===== src/rtl/ifetch_unit_if.sv =====
// Fetch-unit bus bundle: instruction-memory req/ack channel plus the decode-side head port.
// imem_err/if_fault exist only when IFETCH_BUSERR_EN is defined.
interface ifetch_unit_if;
  logic        imem_req;
  logic [31:0] imem_addr;
  logic        imem_ack;
  logic [31:0] imem_rdata;
`ifdef IFETCH_BUSERR_EN
  logic        imem_err;
  logic        if_fault;
`endif
  logic        if_valid;
  logic        id_ready;
  logic [31:0] if_pc;
  logic [31:0] if_instr;

  modport master (
    output imem_req, imem_addr, if_valid, if_pc, if_instr,
`ifdef IFETCH_BUSERR_EN
    output if_fault,
    input  imem_err,
`endif
    input  imem_ack, imem_rdata, id_ready
  );

  modport slave (
    input  imem_req, imem_addr, if_valid, if_pc, if_instr,
`ifdef IFETCH_BUSERR_EN
    input  if_fault,
    output imem_err,
`endif
    output imem_ack, imem_rdata, id_ready
  );
endinterface


===== src/rtl/ifetch_unit.sv =====
// Instruction fetch front end: one outstanding imem read, small {pc, instr} FIFO toward decode,
// redirect flush with in-flight discard. IFETCH_BUSERR_EN adds bus-error faulting and S_HALT.
module ifetch_unit #(
  parameter logic [31:0] RESET_ADDR = 32'h0000_0000,
  parameter int          BUF_DEPTH  = 2
) (
  input  logic        clk,
  input  logic        rst,
  input  logic        redirect_valid,
  input  logic [31:0] redirect_pc,
  ifetch_unit_if.master bus
);
  localparam int PTR_W = (BUF_DEPTH > 1) ? $clog2(BUF_DEPTH) : 1;
  localparam int CNT_W = PTR_W + 1;

`ifdef IFETCH_BUSERR_EN
  typedef enum logic [1:0] {S_IDLE, S_REQ, S_DISCARD, S_HALT} state_t;
`else
  typedef enum logic [1:0] {S_IDLE, S_REQ, S_DISCARD} state_t;
`endif

  state_t             state_reg, state_next;
  logic [31:0]        fetch_pc_reg, fetch_pc_next;
  logic               req_reg, req_next;
  logic [31:0]        addr_reg, addr_next;
  logic [CNT_W-1:0]   count_reg, count_next;
  logic [PTR_W-1:0]   wr_ptr_reg, rd_ptr_reg;
  logic [31:0]        pc_mem    [BUF_DEPTH];
  logic [31:0]        instr_mem [BUF_DEPTH];

  logic        ack, err, push, pop, room;
  logic [31:0] redirect_target;

  assign ack             = bus.imem_ack && req_reg;
`ifdef IFETCH_BUSERR_EN
  assign err             = ack && bus.imem_err;
`else
  assign err             = 1'b0;
`endif
  assign redirect_target = redirect_pc & ~32'h3;
  assign push            = (state_reg == S_REQ) && ack && !redirect_valid;
  assign pop             = (count_reg != '0) && bus.id_ready && !redirect_valid;
  assign count_next      = redirect_valid ? '0
                         : count_reg + CNT_W'(push) - CNT_W'(pop);
  assign room            = count_next < CNT_W'(BUF_DEPTH);

  always_comb begin
    state_next    = state_reg;
    fetch_pc_next = fetch_pc_reg;
    req_next      = req_reg;
    addr_next     = addr_reg;
    if (redirect_valid) begin
      fetch_pc_next = redirect_target;
      // An unacked request must stay on the bus with its old address; its data is dropped later.
      if ((state_reg == S_REQ || state_reg == S_DISCARD) && !ack) begin
        state_next = S_DISCARD;
      end else begin
        state_next = S_REQ;
        req_next   = 1'b1;
        addr_next  = redirect_target;
      end
    end else begin
      case (state_reg)
        S_IDLE: begin
          if (room) begin
            state_next = S_REQ;
            req_next   = 1'b1;
            addr_next  = fetch_pc_reg;
          end
        end
        S_REQ: begin
          if (ack) begin
`ifdef IFETCH_BUSERR_EN
            if (err) begin
              state_next = S_HALT;
              req_next   = 1'b0;
            end else
`endif
            begin
              fetch_pc_next = fetch_pc_reg + 32'd4;
              if (room) begin
                addr_next = fetch_pc_reg + 32'd4;
              end else begin
                state_next = S_IDLE;
                req_next   = 1'b0;
              end
            end
          end
        end
        S_DISCARD: begin
          if (ack) begin
            state_next = S_REQ;
            req_next   = 1'b1;
            addr_next  = fetch_pc_reg;
          end
        end
        default: ;
      endcase
    end
  end

  always_ff @(posedge clk) begin
    if (rst) begin
      state_reg    <= S_IDLE;
      fetch_pc_reg <= RESET_ADDR;
      req_reg      <= 1'b0;
      addr_reg     <= RESET_ADDR;
      count_reg    <= '0;
      wr_ptr_reg   <= '0;
      rd_ptr_reg   <= '0;
    end else begin
      state_reg    <= state_next;
      fetch_pc_reg <= fetch_pc_next;
      req_reg      <= req_next;
      addr_reg     <= addr_next;
      count_reg    <= count_next;
      if (redirect_valid) begin
        wr_ptr_reg <= '0;
        rd_ptr_reg <= '0;
      end else begin
        if (push) wr_ptr_reg <= wr_ptr_reg + 1'b1;
        if (pop)  rd_ptr_reg <= rd_ptr_reg + 1'b1;
      end
    end
  end

  always_ff @(posedge clk) begin
    if (push) begin
      pc_mem[wr_ptr_reg]    <= addr_reg;
      instr_mem[wr_ptr_reg] <= bus.imem_rdata;
    end
  end

`ifdef IFETCH_BUSERR_EN
  logic fault_mem [BUF_DEPTH];
  always_ff @(posedge clk) begin
    if (push) fault_mem[wr_ptr_reg] <= err;
  end
  assign bus.if_fault = fault_mem[rd_ptr_reg];
`else
  logic unused_err;
  assign unused_err = err;
`endif

  assign bus.imem_req  = req_reg;
  assign bus.imem_addr = addr_reg;
  assign bus.if_valid  = (count_reg != '0);
  assign bus.if_pc     = pc_mem[rd_ptr_reg];
  assign bus.if_instr  = instr_mem[rd_ptr_reg];
endmodule


===== src/flat_wrapper.sv =====
// flat-port wrapper written by rule: the top's interface ports become plain ports
module ifetch_unit_flat 
#(
  parameter logic [31:0] RESET_ADDR = 32'h0000_0000,
  parameter int          BUF_DEPTH  = 2
)
  (clk, rst, redirect_valid, redirect_pc, bus_imem_req, bus_imem_addr, bus_if_valid, bus_if_pc, bus_if_instr, bus_imem_ack, bus_imem_rdata, bus_id_ready);
  ifetch_unit_if bus_i ();
  input  logic clk;
  input  logic rst;
  input  logic redirect_valid;
  input  logic [31:0] redirect_pc;
  output wire logic [$bits(bus_i.imem_req)-1:0] bus_imem_req;
  output wire logic [$bits(bus_i.imem_addr)-1:0] bus_imem_addr;
  output wire logic [$bits(bus_i.if_valid)-1:0] bus_if_valid;
  output wire logic [$bits(bus_i.if_pc)-1:0] bus_if_pc;
  output wire logic [$bits(bus_i.if_instr)-1:0] bus_if_instr;
  input wire logic [$bits(bus_i.imem_ack)-1:0] bus_imem_ack;
  input wire logic [$bits(bus_i.imem_rdata)-1:0] bus_imem_rdata;
  input wire logic [$bits(bus_i.id_ready)-1:0] bus_id_ready;
  assign bus_imem_req = bus_i.imem_req;
  assign bus_imem_addr = bus_i.imem_addr;
  assign bus_if_valid = bus_i.if_valid;
  assign bus_if_pc = bus_i.if_pc;
  assign bus_if_instr = bus_i.if_instr;
  assign bus_i.imem_ack = bus_imem_ack;
  assign bus_i.imem_rdata = bus_imem_rdata;
  assign bus_i.id_ready = bus_id_ready;
  ifetch_unit #(.RESET_ADDR(RESET_ADDR), .BUF_DEPTH(BUF_DEPTH)) u_core (.clk(clk), .rst(rst), .redirect_valid(redirect_valid), .redirect_pc(redirect_pc), .bus(bus_i));
endmodule

===== config.mk =====
export PLATFORM = sky130hd
export DESIGN_NAME = ifetch_unit_flat
export DESIGN_NICKNAME = d
export VERILOG_FILES = /design/src/rtl/ifetch_unit_if.sv /design/src/rtl/ifetch_unit.sv /design/src/flat_wrapper.sv
export SDC_FILE = /design/constraint.sdc
export NUM_CORES = 1
export LEC_CHECK = 0
export CAP_MARGIN = 20
export CORE_UTILIZATION = 45
export CTS_CLUSTER_DIAMETER = 60
export DETAILED_ROUTE_END_ITERATION = 7
export DONT_BUFFER_PORTS = 1
export GPL_TIMING_DRIVEN = 0
export PLACE_DENSITY = 0.72
export RECOVER_POWER = 25
export SETUP_SLACK_MARGIN = 0.05
export SLEW_MARGIN = 15
export SYNTH_ARGS = -nofsm -noshare
export SYNTH_HDL_FRONTEND = slang
export SYNTH_SLANG_ARGS = --single-unit

===== constraint.sdc =====
create_clock -name clk -period 7.3 [get_ports clk]
set_input_delay 0.365 -clock clk [delete_from_list [all_inputs] [get_ports clk]]
set_output_delay 0.365 -clock clk [all_outputs]
set_load 0.02 [all_outputs]

=== Yosys cells after proc, flatten, opt, wreduce, memory -nomap -nowiden ===
Memories as Yosys holds them, arrays and structs flattened. A register that Yosys moved wholly into a read port is not among the register bits.
Cells that the tools add are included.

* Output and inout port bits: 98
* Word-level logic and storage cells: 75
* Bits in writable memories: 128
* Flip-flop bits (word level): 71
* Memories kept: 2

{| class="wikitable"
|+ Memories
! memory !! words !! width !! read ports !! clocked after Yosys merged registers in !! write ports !! RTL line !! text
|-
| u_core.instr_mem || 2 || 32 || 1 || 1 || 1 || ifetch_unit.sv:29 || <nowiki>logic [31:0] instr_mem [BUF_DEPTH];</nowiki>
|-
| u_core.pc_mem || 2 || 32 || 1 || 1 || 1 || ifetch_unit.sv:28 || <nowiki>logic [31:0] pc_mem [BUF_DEPTH];</nowiki>
|}

* Equality and inequality tests: 8
* Magnitude comparators: 1
* Reduce and logical (&&, ||, !) cells: 20
* Add/subtract/negate cells: 5
* Muxes and demuxes: 31

{| class="wikitable"
|+ Operators with widths
! operator !! count
|-
| $mux W32 || 9
|-
| $pmux W32 S3 || 1
|-
| $add A32 B3 Y32 const B || 1
|-
| $mux W2 || 7
|-
| $mux W1 || 12
|-
| $ne A3 B2 Y1 const B || 4
|-
| $reduce_and A6 Y1 || 2
|-
| $logic_and A1 B1 Y1 || 6
|-
| $pmux W2 S3 || 1
|-
| $reduce_bool A2 Y1 || 3
|-
| $reduce_and A5 Y1 || 1
|-
| $reduce_and A2 Y1 || 2
|-
| $reduce_bool A4 Y1 || 1
|-
| $ne A3 B3 Y1 const B || 1
|-
| $pmux W1 S3 || 1
|-
| $add A1 B1 Y1 const B || 2
|-
| $add A2 B1 Y2 || 1
|-
| $eq A2 B1 Y1 const B || 1
|-
| $eq A2 B2 Y1 const B || 1
|-
| $logic_not A1 Y1 || 2
|-
| $logic_not A2 Y1 || 1
|-
| $lt A2 B2 Y1 const B || 1
|-
| $ne A2 B2 Y1 const B || 1
|-
| $reduce_or A2 Y1 || 1
|-
| other kinds (2) || 2
|}

=== Longest topological paths before layout ===
* Depth after elaboration: 11
* Gate-level depth with buffers: 14
* Gate-level depth less buffers: 11

=== Least setup slack after synthesis ===
OpenSTA, ideal clock, no wires.

* Path kind: register to register
* From: register u_core.state_reg[1]
* To: memory u_core.instr_mem[0][0] (enable)
* Stages on the path, launching flop included: 7
* Setup time: 0.558 ns
* Arrival time: 5.434 ns
* Period minus slack after synthesis: 5.992 ns
* Path slack: 1.308 ns
* Buffers on the path: 2
* Cells stage by stage: dfxtp_1 > inv_1 > ha_1 > clkbuf_1 > nand3_1 > buf_1 > nor3_1

* Cells in the longest elaborated chain, start to end: 5

{| class="wikitable"
|+ Ends and longest elaborated chain
! what !! RTL line !! text
|-
| start: declaration || ifetch_unit.sv:22 || <nowiki>state_t state_reg, state_next;</nowiki>
|-
| start signal: assignment || ifetch_unit.sv:112 || <nowiki>state_reg <= state_next;</nowiki>
|-
| $eq A2 B1 Y1 || ifetch_unit.sv:41 || <nowiki>assign push = (state_reg == S_REQ) && ack && !redirect_valid;</nowiki>
|-
| $logic_and A1 B1 Y1 (2 in series) || ifetch_unit.sv:41 ||
|-
| $mux W1 || ifetch_unit.sv:128 || <nowiki>if (push) begin</nowiki>
|-
| $mux W1 (not written as such) || ifetch_unit.sv:130 || <nowiki>instr_mem[wr_ptr_reg] <= bus.imem_rdata;</nowiki>
|-
| end: declaration || ifetch_unit.sv:29 ||
|}

Every way passes these cells.

=== Worst setup path after layout ===
* From: register u_core.state_reg[1]
* To: register u_core.addr_reg[17] (netlist: u_core.bus.imem_addr[17])

* Cells in the longest elaborated chain, start to end: 9

{| class="wikitable"
|+ Ends and longest elaborated chain
! what !! RTL line !! text
|-
| $eq A2 B1 Y1 * || ifetch_unit.sv:41 ||
|-
| $logic_and A1 B1 Y1 * (2 in series) || ifetch_unit.sv:41 ||
|-
| via u_core.push || ifetch_unit.sv:31 || <nowiki>logic ack, err, push, pop, room;</nowiki>
|-
| $add A2 B1 Y2 * || ifetch_unit.sv:44 || <nowiki>: count_reg + CNT_W'(push) - CNT_W'(pop);</nowiki>
|-
| $sub A2 B1 Y2 * || ifetch_unit.sv:44 ||
|-
| $mux W2 * || ifetch_unit.sv:43 || <nowiki>assign count_next = redirect_valid ? '0</nowiki>
|-
| $lt A2 B2 Y1 * || ifetch_unit.sv:45 || <nowiki>assign room = count_next < CNT_W'(BUF_DEPTH);</nowiki>
|-
| $ne A3 B2 Y1 (no source line) || -- ||
|-
| $reduce_and A6 Y1 (no source line) * || -- ||
|-
| end signal: assignment || ifetch_unit.sv:115 || <nowiki>addr_reg <= addr_next;</nowiki>
|-
| end: declaration || ifetch_unit.sv:25 || <nowiki>logic [31:0] addr_reg, addr_next;</nowiki>
|}

Mark *: on every way through the listed nets, which the timed path passes. The rest lies on a longest branch.
A chain may end at the register's enable or synchronous reset.

==> impl_metrics.py <==
metrics = {
    "finish": {
        "ff_latch_area_um2": 5080,
        "post-route-util_pct": 51.5,
        "top_regs": "u_core.instr_mem (64), u_core.pc_mem (60)",
        "finalNetCount": 834,
        "largest-register": "u_core.instr_mem",
        "multi_input_area_um2": 3320,
        "largest_reg_flops": 64,
        "layout-drive-gt1-share_pct": 17.7,
        "nFillCells": 1647,
        "area_growth_pct": 11.8,
        "fin_area_um2": 9710,
    },
    "timing": {
        "fin_ws_ps": 2870,
        "relSlewSlack_pct": 29.1,
        "max_freq_mhz": 226,
        "grt_setup_unrepaired": "no",
        "drv_slew": 0,
        "clock_skew_ps": 12.1,
        "final.min_clock_period_ps": 4430,
        "tightest_slew_ps": 1060,
        "setup_viol": 0,
        "fin_tns_setup_ps": 0,
        "hold_violations": 0,
        "fin_crit_sh_pct": 60.7,
    },
    "yosys": {
        "async_flop_share_pct": 0,
        "synth-edff-count": 124,
        "yosysTopAreaCell": "edfxtp_1",
        "synth_area_per_cell_um2": 11.9,
        "synth_warnings": 0,
        "syn-cell-area_um2": 8680,
        "syn_inst": 729,
        "synth_cell_types": 66,
        "ys_ff_latch": 192,
        "synthTopCellsByArea": "edfxtp_1, dfxtp_1, mux2_2",
        "synth.top_cell.area_share_pct": 42.9,
        "ys_seq_area_share_pct": 58.6,
        "synthFlopType": "edfxtp_1",
    },
    "route": {
        "drc": 0,
        "ant_nets": 0,
        "dr_total_vias": 6001,
        "wl_per_cell_um": 21.2,
        "drt-initial-drc-count": 509,
        "totalWireLength_um": 21900,
        "via_per_inst": 5.81,
        "firstDrtPassIters": 7,
    },
    "worst_setup_path": {
        "worstSetupPathType": "flip-flop to flip-flop",
        "worstPathMaxFanout": 10,
        "setup.worst_path.end": "u_core.bus.imem_addr[17]",
        "worstSetupEndpointType": "flip-flop",
        "worstSetupStartpoint": "u_core.state_reg[1]",
        "r2r-start": "u_core.state_reg[1]",
        "required_ps": 7630,
        "start_kind": "flip-flop",
        "ff2ff_setup_slack_ps": 2870,
        "r2r-end": "u_core.bus.imem_addr[17]",
        "rr_worst_depth": 13,
        "worstPathArrival_ps": 4760,
    },
    "power": {
        "power.density_nw_per_um2": 307,
        "p_leak_uw": 0.00325,
        "ir_worst_vdd_mv": 0.165,
    },
    "grt": {
        "gr-usage-all-layers_pct": 22.4,
        "grt_pass1_vias": 5921,
        "overflow": 0,
        "grt_pass1_wl_um": 33200,
        "grt_max_degree": 39,
        "antenna_found_initial": 2,
    },
    "clocking": {
        "numCtsBuffers": 17,
        "clockBufferDepth": 2,
        "post_cts_buffers": 0,
        "path_clk_slew_ps": 70,
        "cts_tree": "built",
        "cts_root_buffer": "clkbuf_16",
        "clkLatencyLatePin_ps": 430,
        "cts_num_sinks": 192,
        "htreeDepth": 4,
        "cts-resized-gates": 0,
        "holdBufCountCts": 0,
    },
    "hold_path": {
        "hold_path_depth": 0,
        "hp-class": "input pin to flip-flop",
    },
    "floorplan": {
        "core_um2": 18800,
        "dieArea_um2": 19800,
        "die_height_um": 141,
        "die_width_um": 141,
        "initial_core_util_pct": 46.1,
        "ios": 167,
        "rows": 50,
    },
    "placed_design": {
        "dpl_cell_area_um2": 9110,
        "gp_congestion": 0.932,
        "hpwlAfterDp_um": 15600,
        "dp_slack_ps": 2930,
        "portBuffers": 0,
    },
    "status": {
        "status": "completed",
    },
    "flow_run": {
        "cap_violations": 0,
    },
}
==> stage by stage <==
| step | instances | hold WS (ps) | power [uW] |
|---|---|---|---|
| after detailed placement | 1000 | 464 | 2050 |
| after global placement | 992 | 464 | 2040 |
| after CTS | 1032 | 18.5 | 2990 |
| after global routing | 1032 | 12.3 | 3100 |
| after floorplan | 732 | 464 | 1850 |
| final | 1033 | 28.7 | 2980 |
==> kinds of logic (layout without fill, tap and decap cells) <==
family / count (synthesis) / in the layout / share of synthesized area (%)
muxes: 67 / 67 / 8.63
DFF: 192 / 192 / 58.6
and+or+nand+nor: 226 / 226 / 13.8
buffers and inverters: 70 / 110 / 3.46
adders and majority gates: 6 / 6 / 0.865
other: 1 / 5 / 0.0432
xor gates and xnor gates: 47 / 47 / 5.07
AOI/OAI and AO/OA: 120 / 120 / 9.56
==> critical path, cell delays in order, from the launching register on <==
cell      delay (ps)
dfxtp_1          370
inv_1             80
ha_1             170
clkbuf_1         210
nand3_1          280
buf_1            620
nor2_1           100
ha_1             250
xnor3_1          280
nor3_1            90
nor3_1           810
clkbuf_1         530
o21ai_0          210
a221oi_1         310
==> area by class of cell <==
type | count | share of cell area (%)
Clock buffer | 19 | 4.46
Clock inverter | 13 | 1.65
Antenna cell | 1 | 0.0258
Tap cell | 260 | 3.35
Timing Repair Buffer | 8 | 0.864
Inverter | 10 | 0.387
Multi-Input combinational cell | 470 | 34.2
Sequential cell | 192 | 52.4
Buffer | 60 | 2.71
==> Yosys cell counts, drive strengths merged (2+ instances only) <==
master	count
a211oi	13
a21bo	2
a21boi	2
a21oi	36
a221oi	4
a311oi	5
a31oi	5
a32o	3
and2	3
and3	11
and4	6
buf	26
clkbuf	34
dfxtp	68
edfxtp	124
ha	6
inv	10
mux2	63
mux2i	4
nand2	59
nand2b	16
nand3	23
nand4	14
nor2	35
nor2b	2
nor3	23
nor4	19
o211a	6
o211ai	11
o21a	2
o21ai	15
o311ai	2
o31a	5
or2	7
or4	3
xnor2	26
xor2	19
==> worst min path at each step <==
stage / startpoint / end / slack, ps
final: bus_imem_rdata[13] / u_core.instr_mem[1][13] / 30
after global routing: bus_imem_rdata[12] / u_core.instr_mem[0][12] / 10
after CTS: bus_imem_rdata[13] / u_core.instr_mem[1][13] / 20
after detailed placement: bus_imem_rdata[13] / u_core.instr_mem[1][13] / 460
after global placement: bus_imem_rdata[11] / u_core.instr_mem[0][11] / 460
after floorplan: bus_imem_rdata[0] / u_core.instr_mem[0][0] / 460
==> report_power, final <==
group          internal (uW)  leakage (uW)  switching [uW]
Clock                    540      0.000283             406
Combinational            174       0.00127             375
Sequential              1300       0.00169             190
Total                   2010       0.00325             971
==> layout by cell type (no fill, tap or decap), types with 8 or more instances in the layout <==
cell type | netlist | layout
a21oi_1 | 36 | 36
nand4_1 | 13 | 13
clkbuf_1 | 34 | 36
nor3_1 | 23 | 22
nor4_1 | 15 | 15
buf_4 | 4 | 8
mux2_2 | 63 | 63
xnor2_1 | 26 | 26
edfxtp_1 | 124 | 124
inv_1 | 10 | 10
and3_1 | 11 | 10
nand2_1 | 58 | 58
nand3_1 | 23 | 23
buf_2 | 12 | 12
nor2_1 | 35 | 35
o21ai_0 | 10 | 10
buf_1 | 9 | 9
xor2_1 | 19 | 19
o211ai_1 | 11 | 11
dfxtp_1 | 68 | 68
nand2b_1 | 16 | 16
a211oi_1 | 12 | 12
clkbuf_16 | 0 | 17
==> metal layers <==
metal / global-route usage, % / share of wire, % / up-vias
met5: 0 / 0 / -
met4: 11.7 / 3.4 / 0
met3: 7.27 / 9.1 / 48
met2: 36.5 / 48 / 296
met1: 26.4 / 39 / 2884
li1: - / - / 2773
Note: power is estimated with default switching activity, not from simulation.
